--- config.mk ---
export PLATFORM = sky130hd
export DESIGN_NAME = clb_config_loader
export DESIGN_NICKNAME = d
export VERILOG_FILES = /design/src/rtl/clb_config_loader.sv
export SDC_FILE = /design/constraint.sdc
export NUM_CORES = 1
export LEC_CHECK = 0
export ABC_AREA = 1
export ABC_CLOCK_PERIOD_IN_PS = 2800
export CAP_MARGIN = 15
export CORE_ASPECT_RATIO = 1.75
export CORE_MARGIN = 1.5
export CORE_UTILIZATION = 40
export CTS_BUF_LIST = sky130_fd_sc_hd__clkbuf_4
export CTS_CLUSTER_DIAMETER = 50
export DETAILED_ROUTE_END_ITERATION = 8
export PLACE_DENSITY_LB_ADDON = 0.12
export SLEW_MARGIN = 20
export SYNTH_ARGS = -nofsm -noshare
export SYNTH_HDL_FRONTEND = slang
export SYNTH_SLANG_ARGS = --single-unit
--- constraint.sdc ---
create_clock -name clk -period 2.8 [get_ports clk]
set_input_delay 0.56 -clock clk [delete_from_list [all_inputs] [get_ports clk]]
set_output_delay 0.56 -clock clk [all_outputs]
set_load 0.01 [all_outputs]
--- src/rtl/clb_config_loader.sv ---
// clb_config_loader
// Bit-serial configuration loader for a column of NUM_PAIRS logic pairs.
// A valid/ready stream delivers one frame per pair, LSB first, pair 0 first:
// LUT[15:0], switch, carryOut_sel_mux (and a parity bit when enabled).
// Completed frames collect in shadow registers. After the last bit of the
// last frame, all committed outputs load from the shadows on the same edge,
// and one COMMIT cycle then pulses prgm_b/CLB_prgm_b low.
//
// Build option: define CFG_PARITY_EN for 19-bit frames with even parity.
// A parity mismatch moves the FSM to ERR and nothing is committed. Without
// the macro, frames are 18 bits and cfg_err is constant 0.
module clb_config_loader #(
  parameter int NUM_PAIRS = 4
) (
  input  logic                      clk,
  input  logic                      reset,
  input  logic                      cfg_start,
  input  logic                      cfg_abort,
  input  logic                      cfg_data,
  input  logic                      cfg_valid,
  output logic                      cfg_ready,
  output logic [16*NUM_PAIRS-1:0]   look_up_t,
  output logic [NUM_PAIRS-1:0]      switch,
  output logic [NUM_PAIRS-1:0]      carryOut_sel_mux,
  output logic                      prgm_b,
  output logic                      CLB_prgm_b,
  output logic                      cfg_done,
  output logic                      cfg_err
);

`ifdef CFG_PARITY_EN
  localparam int FRAME_LEN = 19;
`else
  localparam int FRAME_LEN = 18;
`endif
  localparam int                PAIR_W    = (NUM_PAIRS > 1) ? $clog2(NUM_PAIRS) : 1;
  localparam logic [4:0]        LAST_BIT  = 5'(FRAME_LEN - 1);
  localparam logic [PAIR_W-1:0] LAST_PAIR = PAIR_W'(NUM_PAIRS - 1);

  typedef enum logic [2:0] {
    S_IDLE   = 3'd0,
    S_LOAD   = 3'd1,
    S_COMMIT = 3'd2,
    S_DONE   = 3'd3,
    S_ERR    = 3'd4
  } state_e;

  state_e                   state_q;
  logic [4:0]               bit_cnt_q;
  logic [PAIR_W-1:0]        pair_cnt_q;

  logic [FRAME_LEN-1:0]     frame_q, frame_d;
  logic [16*NUM_PAIRS-1:0]  sh_lut_q, sh_lut_d;
  logic [NUM_PAIRS-1:0]     sh_sw_q, sh_sw_d;
  logic [NUM_PAIRS-1:0]     sh_co_q, sh_co_d;

  logic [16*NUM_PAIRS-1:0]  lut_q;
  logic [NUM_PAIRS-1:0]     sw_q;
  logic [NUM_PAIRS-1:0]     co_q;
  logic                     cfg_ready_q;
  logic                     prgm_b_q;
  logic                     clb_prgm_b_q;
  logic                     cfg_done_q;
  logic                     cfg_err_q;

  logic                     xfer;
  logic                     frame_end;
  logic                     last_pair;
  logic                     start_load;
  logic                     parity_bad;

  // Handshake and frame-boundary decode. An abort on the same edge drops the bit.
  always_comb begin
    xfer       = (state_q == S_LOAD) && cfg_valid && !cfg_abort;
    frame_end  = xfer && (bit_cnt_q == LAST_BIT);
    last_pair  = (pair_cnt_q == LAST_PAIR);
    start_load = cfg_start &&
                 ((state_q == S_IDLE) || (state_q == S_DONE) || (state_q == S_ERR));
  end

  // Assemble the current frame, including the bit being accepted, and derive
  // the shadow contents as they will be after this edge.
  // NOTE: every variable gets a default first, so no path leaves one unassigned and no latch is inferred.
  always_comb begin
    frame_d            = frame_q;
    frame_d[bit_cnt_q] = cfg_data;
    sh_lut_d           = sh_lut_q;
    sh_sw_d            = sh_sw_q;
    sh_co_d            = sh_co_q;
    for (int p = 0; p < NUM_PAIRS; p++) begin
      if (frame_end && (pair_cnt_q == PAIR_W'(p))) begin
        sh_lut_d[16*p +: 16] = frame_d[15:0];
        sh_sw_d[p]           = frame_d[16];
        sh_co_d[p]           = frame_d[17];
      end
    end
`ifdef CFG_PARITY_EN
    // Even parity: the XOR over all 19 frame bits must be zero.
    parity_bad = ^frame_d;
`else
    parity_bad = 1'b0;
`endif
  end

  // Frame assembly and shadow storage; an abort discards everything collected.
  // NOTE: the shadows are ordinary flops and get an explicit reset; a RAM-style store would be left unreset.
  always_ff @(posedge clk or negedge reset) begin
    if (!reset) begin
      frame_q  <= '0;
      sh_lut_q <= '0;
      sh_sw_q  <= '0;
      sh_co_q  <= '0;
    end else if ((state_q == S_LOAD) && cfg_abort) begin
      frame_q  <= '0;
      sh_lut_q <= '0;
      sh_sw_q  <= '0;
      sh_co_q  <= '0;
    end else if (xfer) begin
      frame_q  <= frame_end ? '0 : frame_d;
      sh_lut_q <= sh_lut_d;
      sh_sw_q  <= sh_sw_d;
      sh_co_q  <= sh_co_d;
    end
  end

  // Control FSM with counters and registered outputs. The committed outputs
  // load from the shadows on the same edge that accepts the final bit.
  // NOTE: sequential state uses non-blocking assignments only, so every flop samples pre-edge values.
  always_ff @(posedge clk or negedge reset) begin
    if (!reset) begin
      state_q      <= S_IDLE;
      bit_cnt_q    <= '0;
      pair_cnt_q   <= '0;
      lut_q        <= '0;
      sw_q         <= '0;
      co_q         <= '0;
      cfg_ready_q  <= 1'b0;
      prgm_b_q     <= 1'b1;
      clb_prgm_b_q <= 1'b1;
      cfg_done_q   <= 1'b0;
      cfg_err_q    <= 1'b0;
    end else begin
      unique case (state_q)
        S_IDLE, S_DONE, S_ERR: begin
          if (start_load) begin
            state_q     <= S_LOAD;
            bit_cnt_q   <= '0;
            pair_cnt_q  <= '0;
            cfg_ready_q <= 1'b1;
            prgm_b_q    <= 1'b0;
            cfg_done_q  <= 1'b0;
            cfg_err_q   <= 1'b0;
          end
        end

        S_LOAD: begin
          if (cfg_abort) begin
            state_q     <= S_IDLE;
            bit_cnt_q   <= '0;
            pair_cnt_q  <= '0;
            cfg_ready_q <= 1'b0;
            prgm_b_q    <= 1'b1;
          end else if (frame_end) begin
            bit_cnt_q <= '0;
            if (parity_bad) begin
              state_q     <= S_ERR;
              pair_cnt_q  <= '0;
              cfg_ready_q <= 1'b0;
              prgm_b_q    <= 1'b1;
              cfg_err_q   <= 1'b1;
            end else if (last_pair) begin
              state_q      <= S_COMMIT;
              pair_cnt_q   <= '0;
              cfg_ready_q  <= 1'b0;
              clb_prgm_b_q <= 1'b0;
              lut_q        <= sh_lut_d;
              sw_q         <= sh_sw_d;
              co_q         <= sh_co_d;
            end else begin
              pair_cnt_q <= pair_cnt_q + PAIR_W'(1);
            end
          end else if (xfer) begin
            bit_cnt_q <= bit_cnt_q + 5'd1;
          end
        end

        S_COMMIT: begin
          state_q      <= S_DONE;
          prgm_b_q     <= 1'b1;
          clb_prgm_b_q <= 1'b1;
          cfg_done_q   <= 1'b1;
        end

        default: begin
          state_q      <= S_IDLE;
          cfg_ready_q  <= 1'b0;
          prgm_b_q     <= 1'b1;
          clb_prgm_b_q <= 1'b1;
        end
      endcase
    end
  end

  assign cfg_ready        = cfg_ready_q;
  assign look_up_t        = lut_q;
  assign switch           = sw_q;
  assign carryOut_sel_mux = co_q;
  assign prgm_b           = prgm_b_q;
  assign CLB_prgm_b       = clb_prgm_b_q;
  assign cfg_done         = cfg_done_q;
  assign cfg_err          = cfg_err_q;

endmodule

======== Yosys cells after proc, flatten, opt, wreduce, memory -nomap -nowiden ========
Cells that the tools add are included.
word-level totals
  flip-flop bits (word level) ............. 176
  output and inout bits ................... 77
  word-level logic and storage cells ...... 114
  input port bits ......................... 6
operators by class
  $lt $le $gt $ge ......................... 2
  add/sub/neg operators ................... 2
  reductions and logical operators ........ 27
  bitwise operators ....................... 3
  mux-type cells .......................... 50
  equal/unequal tests ..................... 16
operators with widths
  kind                 number
  $mux 64              2
  $mux 16              4
  $mux 18              3
  $mux 5               4
  $bwmux 18            1
  $mux 1               16
  $mux 4               4
  $mux 3               4
  $reduce_and 4->1     3
  $logic_and 1x1->1    10
  $ne 2x2->1 const B   5
  $pmux 5 s2           1
  $pmux 3 s3           1
  $reduce_and 3->1     3
  $mux 2               4
  $eq 3x2->1 const B   2
  $lt 5x6->1 const B   1
  $ne 3x3->1 const B   2
  $pmux 1 s2           3
  $reduce_bool 2->1    3
  $add 5x1->5 const B  1
  $demux 1 s5          1
  $eq 5x5->1 const B   1
  $ge 5x1->1 const B   1
  15 further kinds     20

======== Logic depth before layout (Yosys ltp) ========
  word-level depth ........................ 8
  depth in mapped cells ................... 11
  mapped depth without buffers ............ 11

======== Worst setup path after synthesis ========
No wires, ideal clock.
  path type ............................... register -> register
  from .................................... register bit_cnt_q[1]
  to ...................................... register co_q[0], in the netlist carryOut_sel_mux[0]
  stages on the path, launching flop included .. 10
  data arrival time ....................... 1585 ps
  slack ................................... 1098 ps
  buffers on the path ..................... 2
  data required time ...................... 2683 ps
  period minus slack after synthesis ...... 1702 ps
  library setup time ...................... 117 ps
  path through ............................ dfrtp_1 > inv_1 > ha_1 > nand3_4 > nor2_2 > nand2_2 > buf_6 > buf_2 > nand2_1 > nand2_1
on the way
  word-level cells in the longest chain between the ends .. 6
  elaborated cells on any way between the ends .. 11
  classes of those cells .................. order compare: 2; eq/ne: 1; mux: 4; reduce/logical: 4
ends and longest elaborated chain
  what                                                            RTL line  RTL
  from (decl)                                                     49        logic [4:0] bit_cnt_q;
  from (signal assigned)                                          183       bit_cnt_q <= bit_cnt_q + 5'd1;
  $lt 5x6->1 (not written as such) or $ge 5x1->1 (tied branches)  86        frame_d[bit_cnt_q] = cfg_data;
  $logic_and 1x1->1 (not written as such)                         86
  $mux 1 (not written as such)                                    86
  $demux 1 s5                                                     86
  $bwmux 18                                                       86
  $mux 1                                                          91        if (frame_end && (pair_cnt_q == PAIR_W'(p))) begin
  to (signal assigned)                                            178       co_q <= sh_co_d;
  to (decl)                                                       59        logic [NUM_PAIRS-1:0] co_q;
Parallel ways exist; a longest one is shown, timed or not.
A chain may end at the register's enable or synchronous reset.

======== Final worst setup path ========
  from .................................... register clb_prgm_b_q, in the netlist CLB_prgm_b
  to ...................................... output port CLB_prgm_b
RTL lines
  what                    RTL line  RTL
  from (decl)             62        logic clb_prgm_b_q;
  from (signal assigned)  139       clb_prgm_b_q <= 1'b1;
  from (signal assigned)  175       clb_prgm_b_q <= 1'b0;
  from (signal assigned)  190       clb_prgm_b_q <= 1'b1;
  to (decl)               26        output logic CLB_prgm_b,
No word-level cell between the ends.

==> summary.md <==
| Metric | Value |
|---|---|
| Sinks on Clock Net | `about 160` |
| Slowest cell on crit path | `dfstp_2` |
| Max clock buf depth | `2` |
| Clock edge transition at the registers on the reported setup and hold paths | `around 0.15 ns` |
| Maximum level of the CTS H-tree | `4` |
| Global-route wire length before repair | `around 31 mm` |
| Drt wl/cell | `15.2 um` |
| Clock latency reported for the late side of the worst-skew pair | `~0.56 ns` |
| Kind of start point of the critical path | `flop` |
| Outcome | `finished, final reports clean` |
| Post-place instance area | `about 8400 sq um` |
| Cell type contributing the most total cell area after synthesis | `dfrtp_1` |
| Tot GR Track Use | `0.209` |
| Proportion of netlist area held by the largest area contributor | `0.531` |
| Synth-to-Final Area Change | `18.9%` |
| Buffers and inverters on the worst path | `1` |
| Cts bufs inserted | `17` |
| PostCTS Resize Cnt | `0` |
| Required time of the critical path | `2.24 ns` |
| Max Cap Viol | `0` |
| Main flop type after synthesis | `dfrtp_1` |
| Pre-CTS setup slack | `0.424 ns` |
| Family of cells with the greatest summed delay on the critical path | `flip-flops` |
| WS Path Type | `flop to output port` |
| Fin worst setup slack | `between 0.5 and 0.6 ns` |
| Ratio of cells with drive above 1 in the final layout | `0.0711` |
| Worst-path cell chain | `clkdlybuf4s50_1` |
| Biggest fanout along the worst timing path | `2` |
| Hold Buf Count CTS | `1` |
| First-pass DRT Iterations | `5` |
| Mean area per synthesized cell | `8.07 sq um` |
| Worst voltage drop across the vdd grid | `0.000622 V` |
| Die width | `between 100 and 150 um` |
| Final Hold Vio Count | `0` |
| Seq/Total Area, Yosys | `0.538` |
| Site Rows | `65` |
| Final Wtd Congestion | `around 0.81` |
| Post-Layout Inst Area | `just under 9000 sq um` |
| Synthesis Warnings | `0` |
| Number of DRC markers in iteration 0 | `around 390` |
| Initial cell density of the core | `0.407` |
| Final nets | `~1k` |
| Final worst hold slack | `0.488 ns` |
| Static Leakage | `roughly 4.6 nW` |
| Adder-Cell Fraction of Synth Area | `0.0188` |
| Via Count | `between 5k and 6k` |
| Setup clock skew after layout | `approximately 0.028 ns` |
| Vias per cell | `just under 5` |
| Wire length reported by the detailed router | `18.7 mm` |
| Maximum clock frequency | `0.453 GHz` |
| Time the final worst path needs with I/O delays and setup | `2.21 ns` |
| Hold/Removal Path Class | `primary input to async pin` |
| RSZ-0062 raised after global routing | `false` |
| Synth Cell Area | `7310 sq um` |
| Async SR Flop Fraction | `1.00` |
| Maximum number of pins on one net before global-route repair | `77` |
| Worst max-slew margin expressed relative to the limit | `0.547` |
| Delay of the slowest cell on the worst path | `about 0.56 ns` |
| Power per standard cell area | `557 nW/um^2` |
| Number of remaining DRC errors | `0` |
| I/O pin total | `83` |
| Post-synthesis mux area share | `0` |
| Setup Fix Bufs, Post-CTS | `0` |
| Worst Path Arrival | `1.65 ns` |
| Worst Max-Slew Pin Slew | `just under 0.7 ns` |
| Top cells by area, synth | `dfrtp_1, nand2_1, nand3_1` |
| Total of buffers placed on input and output ports | `81` |
| Type of destination of the critical path | `output port` |
| Synthesized net count | `roughly 920` |
| Number of antenna violations at the first check in global routing | `1` |
| Root buffer selected by CTS | `clkbuf_4` |
| Power consumption | `approximately 0.0048 W` |
| Grt total ovfl | `0` |
| Number of synthesized flops with an enable pin | `0` |
| Complex-gate fraction of the synthesized area | `0.0243` |
| Total die area | `between 15,000 and 20,000 sq um` |
| Clock tree from TritonCTS | `yes` |
| Flop and latch count out of synthesis | `157` |
| Largest family of logic cells by synthesized area | `simple AND/OR/NAND/NOR gates` |
| Most frequent cell after synthesis | `nand2_1` |
| Most frequent cells after synthesis | `nand2_1, dfrtp_1, inv_1` |
| Die height | `approximately 180 um` |
| HPWL reported at the end of detailed placement | `12.5 mm` |
| Number of antenna-violating nets in the routed design | `0` |
| Slew Limit Fails | `0` |
| Final setup fails | `0` |
| Post-synthesis simple-gate area fraction | `0.337` |
| Synthesized-area fraction occupied by xor and xnor cells | `0` |
| Final period util | `0.789` |
| Count of mapped cells out of synthesis | `906` |
| Total negative slack | `0 ns` |
| Area of the placeable core | `between 15,000 and 20,000 sq um` |
| Distinct cell type count of the synthesized netlist | `30` |
| Vias in the first global route | `a little under 6k` |
[metal layers]
| metal | GRT usage | routed length (um) | vias to the layer above |
|---|---|---|---|
| met3 | 0.0305 | 503 | 32 |
| met1 | 0.248 | 7780 | 2852 |
| met5 | 0 | 0 | - |
| met2 | 0.383 | 10000 | 121 |
| li1 | - | - | 2983 |
| met4 | 0.0696 | 439 | 0 |
[cell usage in the layout, fill, tap and decap left out, drive strengths merged]
cell / Yosys / routed
inv: 96 / 103
a21oi: 1 / 1
nand4: 27 / 27
dfrtp: 155 / 155
o21ai: 12 / 12
o22ai: 18 / 18
dfstp: 2 / 2
conb: 1 / 1
diode: 0 / 1
or2: 2 / 2
clkdlybuf4s50: 0 / 80
bufinv: 0 / 2
dlygate4sd3: 0 / 1
clkbuf: 12 / 17
clkinv: 3 / 7
buf: 27 / 18
nor3: 3 / 3
ha: 11 / 11
nor2: 71 / 71
nand3: 91 / 91
clkinvlp: 0 / 2
nand2: 374 / 374
[through the flow]
| step | std cells | util |
|---|---|---|
| 3_3_place_gp | 1199 | 0.466 |
| 3_5_place_dp | 1199 | 0.466 |
| 4_1_cts | 1232 | 0.484 |
| 5_1_grt | 1233 | 0.484 |
| 2_1_floorplan | 906 | - |
| 6_report | 1233 | 0.484 |
[state kept, by name, summed over array words and instances, names as in the netlist]
name / flops
sh_co_q: 3
frame_q: 18
bit_cnt_q: 5
prgm_b: 1
cfg_ready: 1
state_q: 2
CLB_prgm_b: 1
cfg_done: 1
carryOut_sel_mux: 4
sh_sw_q: 3
look_up_t: 64
sh_lut_q: 48
switch: 4
pair_cnt_q: 2
[final timing paths]
path / from / to / slack (ns) / cells after the start
worst min-delay path: reset / frame_q[14] / 0.49 / 2
worst min register to register: look_up_t[44] / look_up_t[44] / 0.49 / 2
worst max register to register: state_q[1] / look_up_t[63] / 0.76 / 8
min in group clk: look_up_t[44] / look_up_t[44] / 0.49 / 2
worst max-delay path: CLB_prgm_b / CLB_prgm_b / 0.59 / 1
max in group asynchronous: reset / prgm_b / 1.62 / 3
[layout make-up]
class | instances | area (sq um)
sequential | 157 | 3930
clock inverter | 15 | 173
fill | 1827 | 9280
clock buffer | 17 | 128
multi-input combinational | 611 | 2780
antenna | 1 | 2.50
inverter | 99 | 374
timing repair buffer | 99 | 1010
tap | 234 | 293
[worst reg2reg max path, stage by stage, from the launching register on]
cell and delay, ns:
dfrtp_1 0.42, inv_1 0.08, ha_1 0.28, nand3_2 0.24, nor2_2 0.20, nand2_2 0.10
buf_12 0.20, or2_2 0.42, nand2_1 0.06
[report_power, final]
group	total, W	leakage [nW]	internal, W	switching (W)
registers	0.00239	2.18	0.00234	0.0000495
logic	0.000997	2.24	0.000270	0.000727
clock network	0.00146	0.158	0.000558	0.000899
total	0.00485	4.58	0.00317	0.00168
[cells by family after synthesis]
kind of cell | Yosys count
buffers and inverters | 138
adder cells (fa/ha/maj) | 11
AND/OR/NAND/NOR | 568
flip-flops | 157
other | 1
AO/OA/AOI/OAI | 31
No activity file was read; power rests on OpenSTA's default activity.
